$ cat src/rtl/plb_adc_capture.sv
// plb_adc_capture: parallel ADC sample clock generator, capture FSM,
// sample FIFO and single-word read handshake, all in the SPLB_Clk domain.
module plb_adc_capture #(
    parameter int ADC_WIDTH       = 10,
    parameter int FIFO_DEPTH_LOG2 = 4,
    parameter int ADC_LATENCY     = 5
) (
    input  logic                       SPLB_Clk,
    input  logic                       SPLB_Rst_n,
    input  logic [0:ADC_WIDTH-1]       S_ADC_Data,
    input  logic                       S_ADC_OTR,
    output logic                       S_ADC_Clk,
    output logic                       S_ADC_PWRDN,
    input  logic                       Ctrl_En,
    input  logic [0:7]                 Ctrl_ClkDiv,
    input  logic [0:15]                Ctrl_Count,
    input  logic                       Ctrl_Start,
    input  logic                       Ctrl_Stop,
    input  logic                       Ovf_Clr,
    input  logic                       Rd_Req,
    output logic                       Rd_Ack,
    output logic [0:31]                Rd_Data,
    output logic [0:FIFO_DEPTH_LOG2]   Fifo_Level,
    output logic                       Overflow,
    output logic                       Busy,
    output logic                       Done
);

    localparam int L  = FIFO_DEPTH_LOG2;
    localparam int DEPTH = 2 ** L;
    localparam logic [L:0]   FULL_LVL = {1'b1, {L{1'b0}}};
    localparam logic [L:0]   LVL_ONE  = {{L{1'b0}}, 1'b1};
    localparam logic [L-1:0] PTR_ONE  = {{(L-1){1'b0}}, 1'b1};

    typedef enum logic [1:0] {IDLE, FLUSH, CAPTURE, DONE} state_e;

    logic             adc_clk_q, adc_clk_d;
    logic [7:0]       div_cnt_q, div_cnt_d;
    logic [7:0]       div_val;
    logic             pwrdn_q;
    logic             strobe, strobe_q;
    logic [ADC_WIDTH:0] cap_q;

    state_e           state_q, state_d;
    logic [15:0]      disc_q, disc_d;
    logic [15:0]      smp_q, smp_d;
    logic             push_req;

    logic [ADC_WIDTH:0] mem [DEPTH];
    logic [L-1:0]     wr_ptr_q, rd_ptr_q;
    logic [L:0]       level_q, level_d;
    logic             pop, push, drop, full;
    logic             ovf_q, ovf_d;
    logic             rd_ack_q;
    logic [31:0]      rd_data_q, rd_data_d;
    logic [ADC_WIDTH:0] head;

    // Divider: counts down, toggles the ADC clock at zero, strobes on the fall
    always_comb begin
        div_val   = (Ctrl_ClkDiv == 8'd0) ? 8'd1 : Ctrl_ClkDiv;
        adc_clk_d = adc_clk_q;
        div_cnt_d = div_cnt_q;
        strobe    = 1'b0;
        if (!Ctrl_En) begin
            adc_clk_d = 1'b0;
            div_cnt_d = 8'd0;
        end else if (div_cnt_q == 8'd0) begin
            adc_clk_d = ~adc_clk_q;
            div_cnt_d = div_val - 8'd1;
            strobe    = adc_clk_q;
        end else begin
            div_cnt_d = div_cnt_q - 8'd1;
        end
    end

    // Clock generator, power-down and sample capture registers
    always_ff @(posedge SPLB_Clk or negedge SPLB_Rst_n) begin
        if (!SPLB_Rst_n) begin
            adc_clk_q <= 1'b0;
            div_cnt_q <= 8'd0;
            pwrdn_q   <= 1'b1;
            strobe_q  <= 1'b0;
            cap_q     <= '0;
        end else begin
            adc_clk_q <= adc_clk_d;
            div_cnt_q <= div_cnt_d;
            pwrdn_q   <= ~Ctrl_En;
            strobe_q  <= strobe;
            if (strobe) begin
                cap_q <= {S_ADC_OTR, S_ADC_Data};
            end
        end
    end

    // Capture FSM next state; acts on the registered strobe
    always_comb begin
        state_d  = state_q;
        disc_d   = disc_q;
        smp_d    = smp_q;
        push_req = 1'b0;
        unique case (state_q)
            IDLE: begin
                if (Ctrl_Start && Ctrl_En) begin
                    smp_d   = 16'd0;
                    disc_d  = ADC_LATENCY[15:0];
                    state_d = (ADC_LATENCY == 0) ? CAPTURE : FLUSH;
                end
            end
            FLUSH: begin
                if (Ctrl_Stop || !Ctrl_En) begin
                    state_d = DONE;
                end else if (strobe_q) begin
                    disc_d = disc_q - 16'd1;
                    if (disc_d == 16'd0) begin
                        state_d = CAPTURE;
                    end
                end
            end
            CAPTURE: begin
                if (Ctrl_Stop || !Ctrl_En) begin
                    state_d = DONE;
                end else if (strobe_q) begin
                    push_req = 1'b1;
                    smp_d    = smp_q + 16'd1;
                    if (Ctrl_Count != 16'd0 && smp_d == Ctrl_Count) begin
                        state_d = DONE;
                    end
                end
            end
            DONE: state_d = IDLE;
            default: state_d = IDLE;
        endcase
    end

    // Capture FSM state and counters
    always_ff @(posedge SPLB_Clk or negedge SPLB_Rst_n) begin
        if (!SPLB_Rst_n) begin
            state_q <= IDLE;
            disc_q  <= 16'd0;
            smp_q   <= 16'd0;
        end else begin
            state_q <= state_d;
            disc_q  <= disc_d;
            smp_q   <= smp_d;
        end
    end

    // FIFO control: a pop frees the slot a same-cycle push on full needs
    always_comb begin
        full  = (level_q == FULL_LVL);
        pop   = Rd_Req && (level_q != '0);
        push  = push_req && (!full || pop);
        drop  = push_req && full && !pop;
        head  = mem[rd_ptr_q];
        level_d = level_q;
        unique case ({push, pop})
            2'b10:   level_d = level_q + LVL_ONE;
            2'b01:   level_d = level_q - LVL_ONE;
            default: level_d = level_q;
        endcase
        ovf_d = drop ? 1'b1 : (Ovf_Clr ? 1'b0 : ovf_q);
        rd_data_d = '0;
        if (pop) begin
            rd_data_d = {1'b1, head[ADC_WIDTH],
                         {(30 - ADC_WIDTH){1'b0}}, head[ADC_WIDTH-1:0]};
        end
    end

    // FIFO storage, no reset needed on the data array
    always_ff @(posedge SPLB_Clk) begin
        if (push) begin
            mem[wr_ptr_q] <= cap_q;
        end
    end

    // FIFO pointers, level, overflow flag and read response
    always_ff @(posedge SPLB_Clk or negedge SPLB_Rst_n) begin
        if (!SPLB_Rst_n) begin
            wr_ptr_q  <= '0;
            rd_ptr_q  <= '0;
            level_q   <= '0;
            ovf_q     <= 1'b0;
            rd_ack_q  <= 1'b0;
            rd_data_q <= '0;
        end else begin
            if (push) wr_ptr_q <= wr_ptr_q + PTR_ONE;
            if (pop)  rd_ptr_q <= rd_ptr_q + PTR_ONE;
            level_q   <= level_d;
            ovf_q     <= ovf_d;
            rd_ack_q  <= Rd_Req;
            rd_data_q <= rd_data_d;
        end
    end

    assign S_ADC_Clk   = adc_clk_q;
    assign S_ADC_PWRDN = pwrdn_q;
    assign Rd_Ack      = rd_ack_q;
    assign Rd_Data     = rd_data_q;
    assign Fifo_Level  = level_q;
    assign Overflow    = ovf_q;
    assign Busy        = (state_q == FLUSH) || (state_q == CAPTURE);
    assign Done        = (state_q == DONE);

endmodule
$ cat config.mk
export PLATFORM = sky130hd
export DESIGN_NAME = plb_adc_capture
export DESIGN_NICKNAME = d
export VERILOG_FILES = /design/src/rtl/plb_adc_capture.sv
export SDC_FILE = /design/constraint.sdc
export NUM_CORES = 1
export LEC_CHECK = 0
export CAP_MARGIN = 20
export CORE_ASPECT_RATIO = 1.75
export CORE_MARGIN = 2
export CORE_UTILIZATION = 55
export CTS_CLUSTER_DIAMETER = 50
export DETAILED_ROUTE_END_ITERATION = 10
export GPL_TIMING_DRIVEN = 0
export PLACE_DENSITY = 0.76
export SETUP_SLACK_MARGIN = 0.15
export SYNTH_ARGS = -nofsm -noshare
export SYNTH_HDL_FRONTEND = slang
export SYNTH_SLANG_ARGS = --single-unit
$ cat constraint.sdc
create_clock -name SPLB_Clk -period 3.08 [get_ports SPLB_Clk]
set_clock_uncertainty 0.1 [all_clocks]
set_input_delay 0.462 -clock SPLB_Clk [delete_from_list [all_inputs] [get_ports SPLB_Clk]]
set_output_delay 0.462 -clock SPLB_Clk [all_outputs]
set_load 0.01 [all_outputs]
==> impl_metrics.toml, run 1 <==
[synth]
synth_top_family_by_area = "multiplexers"
synthMuxAreaShare = 0.120
synth_edf_count = 176
ys_seq_elements = 259
ys_types = 67
synth-simple-area-share = 0.0927
synthAdderAreaFrac = 0.0192
synth_xor_xnor_area_share = 0.0351
synth_compound_area_frac = 0.0603
yosys_warnings = 0
netlist_instances = 773
synth.yosys.seq_area_share = 0.641
async_flop_share = 0.320
synthesis.area_mm2 = 0.0115
synthFlopType = "edfxtp_1"
syn_avg_cell_area_um2 = 14.9

[run_status]
outcome = "complete, but fails checks"
violations = "design-rule violations"

[drt]
ant_nets = 0
viasPerCell = 6.03
firstDrtPassIters = 8
drt_wl_total_mm = 26.2
drtIter0Drc = 609
vias = 7056
routedWlPerCell_um = 22.4
drc = 7

[sta]
fmaxAchievable_ghz = 0.343
fin_hold_ws_ps = 366
drv_slew = 0
fin_crit_sh = 0.947
period_needed_ps = 2920
rsz0062_at_grt = "yes"
setup_viol = 0
hold_viol_final = 0
worst_slack_ps = 164
slew_headroom = 0.357
tightest_slew_ps = 965

[clock_tree]
clk_pin_slew_ps = 70
root_buffer = "clkbuf_16"
clockBufferDepth = 3
clock_latency_ps = 510
cts_tree = "yes"
cts_made_buffers = 23
clock_sinks = 259
htreeDepth = 1

[placed_design]
buffer_ports.inserted = 64
dp_hpwl_mm = 17.7
pre_cts_ws_ps = -933
globalplace.congestion = 0.885
dp_cells = 1122

[power_and_ir_drop]
ir_worst_vdd_uv = 647
power_w = 0.0105
power_leakage_nw = 5.00
power_density_mw_per_mm2 = 769

[finish]
area_growth_pct = 18.5
layout-drive-gt1-share = 0.217
final_cell_mix = "176 x edfxtp_1, 81 x dfrtp_1, 63 x clkdlybuf4s50_1, 55 x mux4_2, 47 x o21ai_0"
n_antenna_cell = 0
final_common_cell = "edfxtp_1"
utilization = 0.659
final_cells = 1170
finalNetCount = 961

[die]
core_area_mm2 = 0.0207
io-pin-count = 85
fp.dieArea_mm2 = 0.0221
rows = 70
die_h_um = 195
die_x_um = 113
start_util = 0.556

[setup_path]
critPathCaptureType = "register"
r2r_setup_slack_ps = 160
reg2reg_depth = 10
cp_max_fo = 8
crit_path_start_kind = "register"
r2r-start = "disc_q[0]$_DFFE_PN0P_"
crit_type = "reg2reg"
cp.arrival_ps = 3210
worstPathRequired_ps = 3370
r2r_end = "state_q[1]$_DFFE_PN0P_"

[grt]
grt_pass1_wl_mm = 39.9
grt_start_max_net_pins = 55
grt_pass1_vias = 7216
antenna_found_initial = 0
grt_usage = 0.239
grt_overflow = 0

[flow_run]
cap_violations = 0

[min_path]
min_path_type = "in2async"
## layer usage
metal  global-route usage  wire (µm)
met2                0.440      14300
met1                0.266       9110
met5                    0          0
met3               0.0329       1560
met4                0.119       1270
## power breakdown
part           internal (W)  switching (W)  total [W]
combinational       0.00154        0.00150    0.00304
clock               0.00151        0.00120    0.00271
sequential          0.00428       0.000434    0.00471
## stage by stage
step,setup TNS [ps],cell area [µm²]
floorplan,0,11600
global placement,-371740,12500
detailed placement,-129430,12700
CTS,0,13600
global route,0,13600
finish,0,13600
## logic make-up after synthesis
kind of cell / Yosys count
fa+ha+maj: 17
buf+inv: 71
xor+xnor: 46
compound gates: 112
simple gates: 200
other cells: 1
flops: 259
mux: 67
## worst max-delay path: stages (launching register included)
cell     delay, ps
dfrtp_1        430
inv_1          100
ha_1           140
buf_4          150
or4b_4         490
nor2_2         130
a31o_1         160
o21ai_1         70
o41a_1         480
a31oi_2        210
mux2_1         330
## worst max path at each step
stage	from	to	slack, ps
after floorplan	Ctrl_En	mem[0][0]$_DFFE_PP_	160
after global placement	Ctrl_En	mem[2][6]$_DFFE_PP_	-1830
after detailed placement	Ctrl_En	mem[11][7]$_DFFE_PP_	-930
after CTS	disc_q[0]$_DFFE_PN0P_	state_q[1]$_DFFE_PN0P_	170
after global routing	disc_q[0]$_DFFE_PN0P_	state_q[1]$_DFFE_PN0P_	50
final	disc_q[0]$_DFFE_PN0P_	state_q[1]$_DFFE_PN0P_	160
## Yosys cell counts, types with 2 or more instances
master | number | area share
a21oi_1 | 21 | 0.0091
mux2_2 | 11 | 0.011
clkbuf_1 | 16 | 0.0052
nand3_1 | 11 | 0.0048
ha_1 | 16 | 0.017
mux4_2 | 55 | 0.11
nor4b_1 | 2 | 0.0015
o21ai_1 | 3 | 0.0013
xnor2_1 | 32 | 0.024
and3_1 | 5 | 0.0027
dfrtp_1 | 82 | 0.18
edfxtp_1 | 176 | 0.46
xor2_1 | 14 | 0.011
o21ai_0 | 47 | 0.020
nor2b_1 | 3 | 0.0016
nor3_1 | 14 | 0.0061
or3_1 | 3 | 0.0016
buf_1 | 2 | 0.00065
nor2_1 | 55 | 0.018
nor4_1 | 14 | 0.0076
and2_1 | 16 | 0.0087
nor3b_1 | 2 | 0.0013
nand2_1 | 46 | 0.015
a311oi_1 | 3 | 0.0023
o211ai_1 | 4 | 0.0026
nand4_1 | 11 | 0.0060
nor3_2 | 2 | 0.0017
inv_1 | 18 | 0.0059
a31oi_1 | 4 | 0.0022
o31ai_1 | 7 | 0.0046
or4_1 | 2 | 0.0013
buf_4 | 20 | 0.013
nor4_4 | 2 | 0.0037
a22o_1 | 3 | 0.0023
a21o_1 | 5 | 0.0033
nand2b_1 | 3 | 0.0016
buf_2 | 13 | 0.0057
## final cells by class
type / count / area (µm²)
sequential: 259 / 7360
multi-input combinational: 462 / 3970
fill: 1468 / 7060
clock inverter: 10 / 78.8
timing repair buffer: 85 / 892
inverter: 19 / 71.3
buffer: 52 / 300
clock buffer: 31 / 626
tap: 252 / 315
## flip-flops by register name (all words and copies together), names as in the netlist
signal	flops
mem	176
disc_q	16
smp_q	16
Rd_Data	12
cap_q	11
div_cnt_q	8
Fifo_Level	5
rd_ptr_q	4
wr_ptr_q	4
state_q	2
Overflow	1
Rd_Ack	1
S_ADC_Clk	1
S_ADC_PWRDN	1
strobe_q	1
## what timing repair did
action,in CTS,in global routing
hold buffers,1,0
resized for setup,20,16
setup endpoints to repair,190,53
pin swaps,4,1
setup buffers,5,1
endpoints found under the hold margin,29,0
(Power assumes the default switching activity.)
==> inputs of run 2 (changes only) <==
MAX_ROUTING_LAYER = met4   (was not set)
REMOVE_ABC_BUFFERS = 1   (was not set)
==> run 2 against run 1 <==
The run still ends with design-rule violations left. Combinational power is 8.6% lower. Register-to-register slack hardly changed. Worst setup slack better by 4.9 ps. Core utilization is 0.085 points lower. Sequential share of layout area is 0.13 points higher. Non-clock buffer count is 32 lower. Via count is 1.5% lower. Worst hold slack worse by 28 ps. Fmax is 0.17% higher. Cell count is 2.5% lower. Sequential power is 4.5% higher. Critical path type unchanged. Largest cell class unchanged. Highest routed layer unchanged.
==> impl_metrics.toml, run 2 (synthesis results as in run 1) <==
[finish]
final_cell_mix = "176 x edfxtp_1, 76 x dfrtp_1, 63 x clkdlybuf4s50_1, 55 x mux4_2, 47 x o21ai_0"
regMostFlops = "mem"
finalInstanceArea_mm2 = 0.0136
largest_reg_flops = 176
final_common_cell = "edfxtp_1"
layout-drive-gt1-share = 0.218
finalNetCount = 930
area_growth_pct = 18.4
reg_top3 = "mem x176, disc_q x16, smp_q x16"
n_antenna_cell = 0

[setup_path]
critPathCaptureType = "register"
crit_type = "reg2reg"
cpLargestDelayFamily = "simple AND/OR/NAND/NOR gates"
cp.arrival_ps = 3200
worstPathRequired_ps = 3370
path_buf_inv = 2
cp_slowest_cell = "or4_4"
path_cells = "or4_4 > o21ai_4 > clkinvlp_4 > nand2_2 > inv_2 > ha_1 > nor2b_1 > o21a_1 > o211ai_1 > o31ai_1 > xor2_1"
cp_max_fo = 5
cpPeakStageDelay_ps = 560
crit_path_start_kind = "register"

[run_status]
violations = "design-rule violations"
outcome = "complete, but fails checks"

[sta]
slew_headroom = 0.347
hold_viol_final = 0
setup_viol = 0
drv_slew = 0
fin_crit_sh = 0.945
period_needed_ps = 2910
tightest_slew_ps = 980
rsz0062_at_grt = "yes"
setup_tns_ps = 0
fmaxAchievable_ghz = 0.343

[power_and_ir_drop]
power_w = 0.0106
power_density_mw_per_mm2 = 781
power_leakage_nw = 4.92
ir_worst_vdd_uv = 656

[clock_tree]
cts_made_buffers = 24
clock_sinks = 259
cts_tree = "yes"
clock_latency_ps = 520
htreeDepth = 1
root_buffer = "clkbuf_16"
clockBufferDepth = 3
clk_pin_slew_ps = 70

[drt]
firstDrtPassIters = 8
drt_wl_total_mm = 26.3
routedWlPerCell_um = 23.1
drtIter0Drc = 613
drc = 12
viasPerCell = 6.09
ant_nets = 0
vias = 6950

[grt]
grt_usage = 0.245
grt_pass1_vias = 7248
antenna_found_initial = 1
grt_overflow = 0
grt_start_max_net_pins = 56
grt_pass1_wl_mm = 40.3

[placed_design]
dp_hpwl_mm = 16.9
globalplace.congestion = 0.899
buffer_ports.inserted = 64
dpl_cell_area_mm2 = 0.0125

[die]
die_x_um = 113
fp.dieArea_mm2 = 0.0221
core_area_mm2 = 0.0207
io-pin-count = 85
die_h_um = 195
rows = 70
start_util = 0.556

[flow_run]
cap_violations = 0

[min_path]
min_path_type = "in2async"
-- run 2: what timing repair did --
action                                 4_1_cts  5_1_grt
setup endpoints to repair                  181      148
endpoints found under the hold margin       28        0
gates cloned                                 0        0
pin swaps                                    1        8
hold buffers                                 1        0
resized for setup                           29       17
buffers inserted                             6       12
-- run 2: worst reg2reg max path: cells and delay by family, from the launching register on --
kind / cells / cell delay [ps]
flip-flops: 1 / 440
XOR/XNOR: 1 / 160
adder cells (fa/ha/maj): 1 / 310
AO/OA/AOI/OAI: 4 / 710
buffers and inverters: 2 / 220
AND/OR/NAND/NOR: 3 / 820
-- run 2: layout make-up --
type | count | area (µm²)
Sequential cell | 259 | 7370
Fill cell | 1445 | 7070
Multi-Input combinational cell | 462 | 4030
Timing Repair Buffer | 105 | 1030
Clock buffer | 34 | 679
Tap cell | 252 | 315
Clock inverter | 10 | 92.6
Inverter | 19 | 75.1
-- run 2: report_power, final --
group          switching [W]  internal [W]
clock                0.00128       0.00164
sequential          0.000638       0.00428
combinational        0.00122       0.00156
-- run 2: worst paths after layout --
check	cells past startpoint	to	slack, ps	start
max in group asynchronous	3	S_ADC_PWRDN$_DFF_PN1_	1860	SPLB_Rst_n
min	2	smp_q[8]$_DFFE_PN0P_	340	SPLB_Rst_n
max reg2reg	11	Fifo_Level[0]$_DFFE_PN0P_	170	Fifo_Level[3]$_DFFE_PN0P_
max	11	Fifo_Level[0]$_DFFE_PN0P_	170	Fifo_Level[3]$_DFFE_PN0P_
min reg2reg	1	smp_q[15]$_DFFE_PN0P_	420	smp_q[15]$_DFFE_PN0P_
min in group SPLB_Clk	1	Rd_Ack$_DFF_PN0_	410	Rd_Req
-- run 2: layer usage --
layer  global-route usage  vias up  part of all wire
li1                     -     3113                 -
met1                0.284     3552              0.36
met2                0.442      232              0.56
met3               0.0301       53             0.050
met4               0.0732        0             0.031
met5                    -        -                 0
-- run 2: per-stage QoR --
step | utilization | cells | worst slack [ps] | hold WS (ps)
2_1_floorplan | - | 740 | -270 | 66.4
3_3_place_gp | 0.591 | 1056 | -1800 | 390
3_5_place_dp | 0.604 | 1077 | -1010 | 345
4_1_cts | 0.650 | 1128 | 32.0 | 339
5_1_grt | 0.658 | 1141 | 38.7 | 366
6_report | 0.658 | 1141 | 169 | 338
